## config.mk

```make
export PLATFORM = sky130hd
export DESIGN_NAME = occupancy_control
export DESIGN_NICKNAME = d
export VERILOG_FILES = /design/src/rtl/occupancy_pkg.sv /design/src/rtl/occupancy_sat_check.sv /design/src/rtl/occupancy_control.sv
export SDC_FILE = /design/constraint.sdc
export NUM_CORES = 1
export LEC_CHECK = 0
export CORE_ASPECT_RATIO = 1.25
export CORE_MARGIN = 2
export CORE_UTILIZATION = 39
export CTS_CLUSTER_DIAMETER = 100
export DETAILED_ROUTE_END_ITERATION = 8
export PLACE_DENSITY = 0.85
export SLEW_MARGIN = 10
export SYNTH_ARGS = -nofsm -noshare
export SYNTH_HDL_FRONTEND = slang
export SYNTH_SLANG_ARGS = --single-unit
```

## constraint.sdc

```tcl
create_clock -name clock -period 1.9 [get_ports clock]
set_input_delay 0.38 -clock clock [delete_from_list [all_inputs] [get_ports clock]]
set_output_delay 0.38 -clock clock [all_outputs]
set_load 0.05 [all_outputs]
```

## src/rtl/occupancy_pkg.sv

```systemverilog
// Shared types and constants for the occupancy-grid update controller.
package occupancy_pkg;

    localparam int X_WIDTH = 5;
    localparam int Y_WIDTH = 4;
    localparam int DATA_W  = 8;

    localparam logic [DATA_W-1:0] SAT_MIN_DEFAULT = 8'd0;
    localparam logic [DATA_W-1:0] SAT_MAX_DEFAULT = 8'd255;

    typedef enum logic [2:0] {
        IDLE      = 3'd0,
        CLR_INIT  = 3'd1,
        CLR_RUN   = 3'd2,
        UPD_READ  = 3'd3,
        UPD_WRITE = 3'd4,
        DONE      = 3'd5
    } occ_state_t;

endpackage

```

## src/rtl/occupancy_sat_check.sv

```systemverilog
// Decides whether a log-odds update would push a cell past its saturation limit.
module occupancy_sat_check
    import occupancy_pkg::*;
(
    input  logic [DATA_W-1:0] data_i,
    input  logic              free_i,
    input  logic [DATA_W-1:0] sat_min_i,
    input  logic [DATA_W-1:0] sat_max_i,
    output logic              suppress_o
);

    assign suppress_o = free_i ? (data_i == sat_min_i) : (data_i == sat_max_i);

endmodule

```

## src/rtl/occupancy_control.sv

```systemverilog
// Command FSM for the occupancy map: full-map clear sweeps and single-cell
// read-modify-write log-odds updates against an external RAM datapath.
module occupancy_control
    import occupancy_pkg::*;
#(
    parameter int                RAM_LATENCY = 1,
    parameter logic [DATA_W-1:0] SAT_MIN     = SAT_MIN_DEFAULT,
    parameter logic [DATA_W-1:0] SAT_MAX     = SAT_MAX_DEFAULT
) (
    input  logic               clock,
    input  logic               reset,
    input  logic               cmd_valid,
    output logic               cmd_ready,
    input  logic               cmd_clear,
    input  logic               cmd_free,
    input  logic [X_WIDTH-1:0] cmd_x,
    input  logic [Y_WIDTH-1:0] cmd_y,
    output logic               done,
    output logic               saturated,
    input  logic [DATA_W-1:0]  data_out,
    input  logic               count_done,
    output logic [X_WIDTH-1:0] x,
    output logic [Y_WIDTH-1:0] y,
    output logic               zero_cell,
    output logic               write_enable,
    output logic               cell_is_free,
    output logic               reset_counter,
    output logic               enable_counter
);

    // Down-counter preload: UPD_READ exits when the counter reaches zero.
    localparam logic [1:0] LAT_INIT = 2'(RAM_LATENCY - 1);

    occ_state_t         state_q, state_d;
    logic [X_WIDTH-1:0] x_q, x_d;
    logic [Y_WIDTH-1:0] y_q, y_d;
    logic               free_q, free_d;
    logic               sat_q, sat_d;
    logic [1:0]         lat_q, lat_d;
    logic               suppress;

    occupancy_sat_check u_sat_check (
        .data_i     (data_out),
        .free_i     (free_q),
        .sat_min_i  (SAT_MIN),
        .sat_max_i  (SAT_MAX),
        .suppress_o (suppress)
    );

    always_ff @(posedge clock or posedge reset) begin
        if (reset) begin
            state_q <= IDLE;
            x_q     <= '0;
            y_q     <= '0;
            free_q  <= 1'b0;
            sat_q   <= 1'b0;
            lat_q   <= '0;
        end else begin
            state_q <= state_d;
            x_q     <= x_d;
            y_q     <= y_d;
            free_q  <= free_d;
            sat_q   <= sat_d;
            lat_q   <= lat_d;
        end
    end

    always_comb begin
        state_d = state_q;
        x_d     = x_q;
        y_d     = y_q;
        free_d  = free_q;
        sat_d   = sat_q;
        lat_d   = lat_q;
        case (state_q)
            IDLE: begin
                if (cmd_valid) begin
                    sat_d = 1'b0;
                    if (cmd_clear) begin
                        state_d = CLR_INIT;
                    end else begin
                        state_d = UPD_READ;
                        x_d     = cmd_x;
                        y_d     = cmd_y;
                        free_d  = cmd_free;
                        lat_d   = LAT_INIT;
                    end
                end
            end
            CLR_INIT: state_d = CLR_RUN;
            CLR_RUN: begin
                if (count_done) state_d = DONE;
            end
            UPD_READ: begin
                if (lat_q == 2'd0) state_d = UPD_WRITE;
                else               lat_d   = lat_q - 2'd1;
            end
            UPD_WRITE: begin
                sat_d   = suppress;
                state_d = DONE;
            end
            DONE:    state_d = IDLE;
            default: state_d = IDLE;
        endcase
    end

    // Strobes decode from the registered state only, so an async reset clears them at once.
    always_comb begin
        cmd_ready      = 1'b0;
        done           = 1'b0;
        saturated      = 1'b0;
        zero_cell      = 1'b0;
        write_enable   = 1'b0;
        cell_is_free   = 1'b0;
        reset_counter  = 1'b0;
        enable_counter = 1'b0;
        case (state_q)
            IDLE:     cmd_ready = 1'b1;
            CLR_INIT: begin
                reset_counter = 1'b1;
                zero_cell     = 1'b1;
            end
            CLR_RUN: begin
                zero_cell      = 1'b1;
                write_enable   = 1'b1;
                enable_counter = 1'b1;
            end
            UPD_WRITE: begin
                cell_is_free = free_q;
                write_enable = ~suppress;
            end
            DONE: begin
                done      = 1'b1;
                saturated = sat_q;
            end
            default: ;
        endcase
    end

    assign x = x_q;
    assign y = y_q;

endmodule

```

# ---- Yosys cells after proc, flatten, opt, wreduce, memory -nomap -nowiden
# Index checks and enable logic that the tools add are counted.
# Widths: inputs -> output; s select.
dict set report classes {
  n_reduce_logical 10
  n_mux 20
  n_addsub 1
  bitwise_logic 2
  eq_ne 11
}
# operator count
set op_table {}
lappend op_table {{$pmux 3 s5} 1}
lappend op_table {{$ne 2x2->1 const B} 5}
lappend op_table {{$mux 1} 9}
lappend op_table {{$mux 3} 3}
lappend op_table {{$eq 8x8->1 const B} 1}
lappend op_table {{$logic_not 8->1} 1}
lappend op_table {{$mux 2} 4}
lappend op_table {{$eq 3x2->1 const B} 2}
lappend op_table {{$eq 3x3->1 const B} 2}
lappend op_table {{$reduce_and 3->1} 2}
lappend op_table {{$pmux 1 s2} 2}
lappend op_table {{$pmux 2 s2} 1}
lappend op_table {{$reduce_and 4->1} 1}
lappend op_table {{$reduce_bool 2->1} 2}
lappend op_table {{$eq 3x1->1 const B} 1}
lappend op_table {{$logic_not 3->1} 1}
lappend op_table {{$logic_not 2->1} 1}
lappend op_table {{$not 1->1} 2}
lappend op_table {{$reduce_and 2->1} 1}
lappend op_table {{$reduce_or 2->1} 1}
lappend op_table {{$sub 2x1->2 const B} 1}
dict set report word_totals {
  in_bits 23
  word_cells 50
  output_inout_bits 17
  reg_bits 16
}

# ---- Longest topological paths before layout
dict set report depth {
  depth_word 4
  depth_mapped 5
}

# ---- Modules after synthesis
# A second synthesis with hierarchy kept.
dict set report hier_totals {
  cells_unflattened 89
  hier_area_um2 997.2
}
# mod area_per_inst_um2 cells_per_inst n_inst seq_area_each_um2
set modules_own_cells {}
lappend modules_own_cells {occupancy_control 819.5 69 1 400.4}
lappend modules_own_cells {occupancy_sat_check 177.7 20 1 0.0}

# ---- Least setup slack after synthesis
# Ideal clock, no wire load.
dict set report synth_timing {
  kind {register to register}
  start {reg state_q[1]}
  end {reg free_q}
  required_ps 1775
  arrival_ps 2382
  path_slack_ps -607
  path_stages_with_launch 6
  path_buffers 2
  setup_time_ps 125
  period_less_slack_ps 2507
  cell_sequence {dfrtp_1 > buf_6 > nor3_1 > nand2_1 > buf_2 > mux2_2}
}
dict set report synth_via {
  elab_chain_len 2
}
# item line
set synth_lines {}
lappend synth_lines {{start: declaration} occupancy_control.sv:34} ;# occ_state_t state_q, state_d;
lappend synth_lines {{start signal: assignment} occupancy_control.sv:59} ;# state_q <= state_d;
lappend synth_lines {{$logic_not 3->1} occupancy_control.sv:75} ;# case (state_q)
lappend synth_lines {{$reduce_and 3->1 (no line)} -}
lappend synth_lines {{end signal: assignment} occupancy_control.sv:62} ;# free_q <= free_d;
lappend synth_lines {{end: declaration} occupancy_control.sv:37} ;# logic free_q, free_d;
# No other way between the ends.
# A chain may end at the register's enable or synchronous reset.

# ---- Worst setup path after layout
dict set report layout_timing {
  start {reg state_q[1]}
  end {out write_enable}
}
dict set report layout_via {
  elab_chain_len 2
}
# item line
set layout_lines {}
lappend layout_lines {{$eq 3x3->1 or $eq 3x2->1 (tied branches)} occupancy_control.sv:117} ;# case (state_q)
lappend layout_lines {{$pmux 1 s2 *} occupancy_control.sv:117}
lappend layout_lines {{end: declaration} occupancy_control.sv:25} ;# output logic write_enable,
# Mark *: on every way between the ends. The rest lies on a longest branch, timed or not.

==> flow_metrics.py <==
metrics = {
    "clocking": {
        "ctsLongestPathBuffers": 2,
        "clk_latency_ns": 0.27,
        "hold_buffers": 0,
        "cts_buffers": 3,
        "path_clk_slew_ns": 0.09,
        "cts_htree_levels": 1,
        "cts_tree": "done",
        "clock-sinks": 16,
        "root_buffer": "clkbuf_4",
    },
    "route": {
        "viasPerCell": 5.253,
        "routed_wl_mm": 2.088,
        "vias": 767,
        "drt_iter0_markers": 2,
        "firstDrtPassIters": 3,
        "wl_per_cell_um": 14.30,
        "ant_nets": 0,
        "drc_errors": 0,
    },
    "global_routing": {
        "antenna_found_initial": 0,
        "grt_pass1_vias": 846,
        "grt_overflow": 0,
        "grt_usage": 0.1868,
        "grt_start_max_net_pins": 17,
        "grt_pass1_wl_mm": 3.601,
    },
    "critical_path": {
        "cp_data_arrival_time_ns": 1.49,
        "cp_max_fo": 5,
        "cp.required_ns": 1.52,
        "start_kind": "register",
        "critical_path_class": "register to output pin",
        "rr_startpoint": "state_q[1]$_DFFE_PP0P_",
        "end_kind": "output pin",
        "crit_start": "state_q[1]$_DFFE_PP0P_",
    },
    "timing": {
        "setup_ws_ns": 0.02679,
        "finalCritPeriodShare": 0.9859,
        "setup-violations-final": 0,
        "max_slew_margin": 0.5892,
        "post-route-min-period_ns": 1.873,
        "setup-tns-final_ns": 0,
        "rsz0062_at_grt": "yes",
        "hold_viol_final": 0,
        "slew_viol_final": 0,
        "fmax_mhz": 533.8,
        "finClkSkew_ns": 0.002230,
        "tightestPinTransition_ns": 0.6155,
    },
    "pwr": {
        "clockPowerShare": 0.070,
        "power_density_mw_per_mm2": 1693,
        "p_int_w": 0.001327,
        "power.share.sequential": 0.225,
        "netSwitchingFraction": 0.4675,
        "comb_power_share": 0.705,
        "leakage_nw": 0.6703,
        "p_sw_w": 0.001165,
        "total_power_w": 0.002491,
        "irDropWorstVdd_mv": 1.266,
    },
    "placement": {
        "port_buffers": 39,
        "gp_congestion": 0.7783,
        "dp_hpwl_mm": 1.592,
        "pre_cts_ws_ns": -0.1315,
    },
    "synthesis": {
        "synthXorXnorAreaFrac": 0,
        "synth_compound_area_frac": 0.05970,
        "ys_ff_latch": 16,
        "synth_cells": 78,
        "ys_top_cells_by_area": "dfrtp_1 48%, mux2_2 13%, nor3_1 3.6%",
        "avgSynthCellArea_um2": 10.75,
        "synth_top_area_share": 0.4776,
        "synth_cell_types": 28,
        "syn-num-nets": 102,
        "synthFlopType": "dfrtp_1",
        "synth.area.mux_share": 0.1582,
        "synth_seq_area_share": 0.4776,
        "yosysTopAreaCell": "dfrtp_1",
        "synth_edf_count": 0,
        "synthAdderAreaFrac": 0.01493,
        "synthesis.area_um2": 838.3,
        "async_flop_share": 1.000,
        "synth_commonest_cells": "16 x dfrtp_1, 10 x mux2_2, 7 x inv_1, 6 x nor2_1, 6 x nor3_1",
        "synth_top_family_by_area": "simple AND/OR/NAND/NOR gates",
        "synthSimpleGateAreaFrac": 0.2164,
        "post-synth-top-count-cell": "dfrtp_1",
        "yosysWarnings": 0,
    },
    "die": {
        "die_area_mm2": 0.002539,
        "die_w_um": 45.47,
        "die_y_um": 55.84,
        "row_count": 18,
        "start_util": 0.4182,
        "core-area_mm2": 0.002004,
        "ios": 40,
    },
    "hold_path": {
        "hp-class": "input port to async pin",
    },
    "flow_run": {
        "cap_violations": 0,
    },
    "finish": {
        "synthToLayoutAreaGrowth_pct": 75.52,
        "final_net_count": 152,
        "antenna_cells": 0,
        "drive_above_1_share": 0.3810,
    },
    "outcome": {
        "status": "finished clean",
    },
}
==> critical path: stages (launching register included) <==
cell and delay, ns:
dfrtp_2 0.43, or3b_4 0.42, o31ai_4 0.19, buf_6 0.19
==> routing by layer <==
layer  GRT usage  routed length [um]  vias to the layer above
li1            -                   -                      369
met1      0.2063                 736                      369
met2      0.3340                1200                       27
met3     0.05195                 142                        2
met4     0.04622                   8                        0
met5           0                   0                        -
==> logic make-up (layout without fill, tap and decap cells) <==
family	count (synthesis)	count (layout)
DFF	16	16
and+or+nand+nor	31	31
AOI/OAI and AO/OA	7	7
adders and majority gates	1	1
muxes	12	12
buffers and inverters	11	59
==> worst paths after layout <==
| path | cells past startpoint | to | slack, ns |
|---|---|---|---|
| setup / recovery | 3 | write_enable | 0.03 |
| hold / removal | 2 | sat_q$_DFFE_PP0P_ | 0.48 |
| setup reg to reg | 3 | sat_q$_DFFE_PP0P_ | 0.36 |
| hold reg to reg | 1 | y[2]$_DFFE_PP0P_ | 0.51 |
| max in group asynchronous | 2 | state_q[2]$_DFFE_PP0P_ | 0.99 |
| min in group clock | 4 | sat_q$_DFFE_PP0P_ | 0.50 |
==> flip-flops by register name (all words and copies together), names as in the netlist <==
register	cells
sat_q	1
free_q	1
state_q	3
x	5
y	4
lat_q	2
==> power by group through the flow <==
stage	Sequential, W	Combinational, W	Clock [W]
floorplan	0.000890	0.000730	0
global placement	0.000573	0.00162	0
detailed placement	0.000583	0.00164	0
CTS	0.000561	0.00174	0.000183
global route	0.000580	0.00184	0.000196
finish	0.000561	0.00176	0.000174
==> cells in the final DEF (no fill, tap or decap), types with 3 or more instances in the layout <==
cell,count
clkbuf_4,3
inv_1,7
nor3_1,3
buf_12,7
nor2_1,4
buf_4,9
nor2b_1,3
dfrtp_1,14
clkdlybuf4s50_1,23
mux2_2,10
dlygate4sd2_1,6
==> metrics by stage <==
step                std cells  hold slack [ns]  utilization  instance area, um2
floorplan                  78           0.2937            -               873.3
global placement          138           0.4859       0.6779                1359
detailed placement        138           0.4921       0.6779                1359
CTS                       146           0.5022       0.7216                1446
global route              146           0.5387       0.7341                1471
finish                    146           0.4781       0.7341                1471
==> cell type report <==
type	count	area [um2]
repair buffers	49	538.0
multi-input cells	51	456.7
clock buffers	3	22.52
inverters	7	26.28
well taps	20	25.02
fillers	141	533.0
flip-flops and latches	16	402.9
==> what timing repair did <==
action	in CTS	in global routing
endpoints found under the hold margin	0	0
setup buffers	5	0
gates resized for setup	15	5
endpoints found under the setup margin	4	4
pin swaps	5	1
(Power assumes the default switching activity.)
==> variant 1: new RTL, config.mk and constraints unchanged <==
Change the package constant `DATA_W` from 8 to 12.
--- a/src/rtl/occupancy_pkg.sv
+++ b/src/rtl/occupancy_pkg.sv
@@ -5,3 +5,3 @@
     localparam int Y_WIDTH = 4;
-    localparam int DATA_W  = 8;
+    localparam int DATA_W  = 12;
 
Ports: changed (resized data_out); port bits go from 40 to 44. The function was not compared with the original's and may differ.
==> variant 1 against the original RTL <==
Total power up 2.1%; register-to-register slack got worse by 0.06 ns; cell area shrank 1.2%; count of clock-buffer cells in the layout rose by 1; area after synthesis fell by 1.3%; worst setup slack gained 0.011 ns; sequential cell count unchanged; synthesized cell count shrank 3.8%; wire length shrank 8.4%.
==> variant 1: results (changes against the original RTL) <==
stage	metric	value	unit	change
critical_path	slack of the worst reg-to-reg path	0.30	ns	-0.06 ns
critical_path	crit-path max FO	2		-3
sta	Slew @ Worst Pin	0.567	ns	-0.0488 ns
sta	Fin Hold WS	0.448	ns	-0.0302 ns
critical_path	RR Endpoint	y[2]		
grt	GRT Util Overall	15.7	%	-3.0 points
finish	fillers	138		-2.1%
grt	first-pass GRT wire length	3080	µm	-14%
logic_synthesis	post-synthesis sequential area ratio	48.4	%	+0.65 points
status	outcome	completed		
placement	area post-placement	0.00133	mm²	-1.9%
grt	vias in the first global route	793		-6.3%
logic_synthesis	total nets after synthesis	103		+0.98%
logic_synthesis	most instantiated cells after synthesis	16 x dfrtp_1, 8 x mux2_4, 5 x nor2_1		
detailed_routing	DR iter-0 viols	11		+9
placement	dpl hpwl	1380	µm	-13%
critical_path	Worst path slowest cell	clkdlybuf4s50_1		
power	cell leakage power	0.000652	µW	-2.8%
logic_synthesis	post-synth cell types	29		+3.6%
critical_path	delay-heaviest family, CP	buffers and inverters		
detailed_routing	final WL	1910	µm	-8.4%
logic_synthesis	top cells by area, synth	dfrtp_1 48%, mux2_4 15%, mux2_2 2.7%, nor3_1 2.4%, nand2b_1 2.3%		
detailed_routing	via/cell ratio	5.11		-2.7%
finish	number of inserted diodes	0		unchanged
detailed_routing	drt pass-1 iters	4		+1
logic_synthesis	Syn. warnings	0		unchanged
critical_path	Reg2Reg Launch Point	state_q[2]		
sta	clk_skew	0.000962	ns	-0.00127 ns
clocking	H-tree Lvls	1		unchanged
placement	worst slack at placement	-0.303	ns	-0.171 ns
finish	share of layout cells above drive strength 1	32.5	%	-5.6 points
placement	global placement routability congestion	0.842		+8.2%
critical_path	slowest stage delay, CP	0.44	ns	
clocking	clock root buffer	clkbuf_4		
critical_path	Worst Reg-to-Reg Cells	4		+1
power	Max IR drop VDD	1.42	mV	+12%
placement	port bufs	43		+10%
==> variant 1: worst max path at each step <==
stage | from | end | slack, ns | cells past startpoint
after floorplan | state_q[1] | free_q | -0.02 | 4
after global placement | data_out[9] | write_enable | -0.26 | 6
after detailed placement | data_out[9] | write_enable | -0.30 | 6
after CTS | data_out[1] | write_enable | 0.001 | 6
after global routing | data_out[0] | write_enable | -0.06 | 6
final | data_out[0] | write_enable | 0.04 | 6
==> variant 1: routing by layer <==
metal / vias up / track usage (%) / part of all wire [%]
met4: 0 / 4.62 / 1.1
met2: 30 / 26.3 / 50
li1: 359 / - / -
met5: - / 0 / 0
met3: 2 / 2.29 / 5.2
met1: 340 / 20.2 / 43
==> variant 1: cells by family after synthesis <==
group / count (synthesis) / synth area share [%]
buffers and inverters: 7 / 4.39
muxes: 10 / 17.2
DFF: 16 / 48.4
and+or+nand+nor: 31 / 21.3
adders and majority gates: 1 / 1.51
AOI/OAI and AO/OA: 10 / 7.11
==> variant 1: timing repair <==
action | in CTS | in global routing
setup endpoints to repair | 2 | 4
endpoints found under the hold margin | 0 | 0
gates resized for setup | 13 | 10
pin swaps | 6 | 3
setup buffers | 0 | 4
==> variant 1: final cells by class <==
| class | instances | area share [%] |
|---|---|---|
| inverters | 4 | 1.03 |
| clock buffers | 4 | 2.50 |
| repair buffers | 47 | 36.2 |
| multi-input cells | 52 | 30.7 |
| well taps | 20 | 1.72 |
| flip-flops and latches | 16 | 27.8 |
==> variant 1: power by group <==
group	internal (µW)	switching [µW]
registers	502	139
clock network	116	99.5
logic	754	934
==> variant 1: worst reg2reg max path, stage by stage, from the launching register on <==
cell and delay [ns]:
dfrtp_2 0.46, buf_4 0.15, nor3_2 0.23, nand2_2 0.29, mux2_4 0.37
==> variant 1: per-stage QoR <==
stage	utilization, %	std cells	power, µW	setup TNS [ns]
after floorplan	-	75	1640	-0.203
after global placement	67.2	135	2200	-0.257
after detailed placement	67.2	135	2230	-0.303
after CTS	69.8	139	2470	0
after global routing	73.4	143	2690	-0.0625
final	73.4	143	2540	0
==> variant 2: new RTL, config.mk and constraints unchanged <==
Without the edit above. Re-encode `occ_state_t` (6 states) as one-hot, 6 bits wide.
--- a/src/rtl/occupancy_pkg.sv
+++ b/src/rtl/occupancy_pkg.sv
@@ -10,9 +10,9 @@
 
-    typedef enum logic [2:0] {
-        IDLE      = 3'd0,
-        CLR_INIT  = 3'd1,
-        CLR_RUN   = 3'd2,
-        UPD_READ  = 3'd3,
-        UPD_WRITE = 3'd4,
-        DONE      = 3'd5
+    typedef enum logic [5:0] {
+        IDLE      = 6'b000001,
+        CLR_INIT  = 6'b000010,
+        CLR_RUN   = 6'b000100,
+        UPD_READ  = 6'b001000,
+        UPD_WRITE = 6'b010000,
+        DONE      = 6'b100000
     } occ_state_t;
Function: same outputs for any inputs over 10 cycles, from zero or initial values and one cycle with reset high; not proved beyond that.
==> variant 2 against the original RTL <==
The flow now finishes with violations (setup timing); cell area rose by 20%; wire length rose by 34%; sequential power rose by 23%; first-iteration DRC count rose to 16 times the old value; cell count rose by 25%; worst setup slack got worse by 0.40 ns; area after synthesis rose by 26%; sequential cell count rose by 3; synthesized cell count rose by 19%; utilization fell by 6.4 points; total power rose by 7.3%; clock power rose by 16%; global-route usage fell by 0.47 points; critical path depth rose by 2.
==> variant 2: results (changes against the original RTL) <==
stage	metric	value	unit	change
status	outcome	finished, violations left		
status	failing checks	setup timing		
power	Max IR drop VDD	0.935	mV	-26%
critical_path	RR Endpoint	y[2]		
logic_synthesis	total nets after synthesis	117		+15%
finish	share of layout cells above drive strength 1	39.9	%	+1.8 points
critical_path	Worst path slowest cell	or4_4		
power	cell leakage power	0.000877	µW	+31%
grt	first-pass GRT wire length	4240	µm	+18%
critical_path	crit path to	saturated		
clocking	Clk pin slew, worst setup/hold paths	0.11	ns	+0.02 ns
clocking	Post CTS Setup Buffer Count	4		-1
logic_synthesis	adder-cell share of the synthesized area	1.19	%	-0.30 points
sta	# setup viols final	13		+13
critical_path	Worst Reg-to-Reg Cells	6		+3
grt	M1 GR Usage	19.0	%	-1.6 points
detailed_routing	DR iter-0 viols	32		+30
power	P_int	1510	µW	+14%
finish	Area Overhead vs Synth	67.3	%	
detailed_routing	routed wl met2	1590	µm	+32%
critical_path	Worst EP arrival	1.89	ns	+0.40 ns
logic_synthesis	Synth Area in Compound Gates	5.59	%	-0.38 points
detailed_routing	via count	953		+24%
critical_path	crit path from	state_q[0]		
logic_synthesis	XOR/XNOR Fraction of Synth Area	1.66	%	+1.7 points
sta	final worst slack	-0.372	ns	-0.398 ns
placement	global placement routability congestion	0.831		+6.8%
sta	clk_skew	0.00707	ns	+0.00484 ns
placement	dpl hpwl	2030	µm	+27%
logic_synthesis	post-synthesis mux area share	17.4	%	+1.5 points
logic_synthesis	top cells by area, synth	dfrtp_1 43%, mux2_4 14%, nor2_1 3.2%, dfstp_2 2.5%, nor4b_4 2.3%		
critical_path	slowest stage delay, CP	0.56	ns	+0.13 ns
clocking	Skew-Pair Late Insertion Delay	0.30	ns	+0.03 ns
critical_path	slack of the worst reg-to-reg path	-0.03	ns	-0.39 ns
grt	met3 GRT Util	2.87	%	-2.3 points
detailed_routing	WL met3	127	µm	-11%
power	Seq. pwr	692	µW	+23%
finish	max FFs per register	6		+1
sta	sum of negative setup slack	-1.87	ns	-1.87 ns
logic_synthesis	post-synthesis sequential area ratio	45.3	%	-2.5 points
detailed_routing	drt pass-1 iters	4		+1
logic_synthesis	post-synth cell types	37		+32%
critical_path	crit-path max FO	2		-3
sta	Slew @ Worst Pin	0.507	ns	-0.108 ns
placement	area post-placement	0.00163	mm²	+20%
detailed_routing	met1 WL	1030	µm	+40%
## variant 2: area by class of cell
type	instances	area share, %
clock buffer	3	1.28
timing repair buffer	55	34.6
multi-input combinational	64	33.0
inverter	6	1.28
tap	34	2.42
clock inverter	1	0.284
sequential	19	27.1
## variant 2: kinds of logic (layout without fill, tap and decap cells)
kind of cell,after synthesis,count (layout)
compound gates,9,9
mux,13,13
fa+ha+maj,1,1
flops,19,19
buf+inv,11,65
xor+xnor,2,2
simple gates,38,39
## variant 2: stage by stage
step	power, µW	util [%]	worst slack (ns)	std cells	hold WS [ns]
final	2670	67.0	-0.372	182	0.381
after global routing	2790	67.0	-0.428	182	0.423
after CTS	2590	64.3	-0.383	177	0.384
after detailed placement	2320	62.0	-0.291	169	0.501
after global placement	2260	62.0	-0.226	169	0.489
after floorplan	1780	-	-0.409	93	0.330
## variant 2: critical path: cells and delay by family (launching register included)
family | cells | cell delay (ns)
buf+inv | 2 | 0.29
flops | 1 | 0.38
simple gates | 3 | 0.92
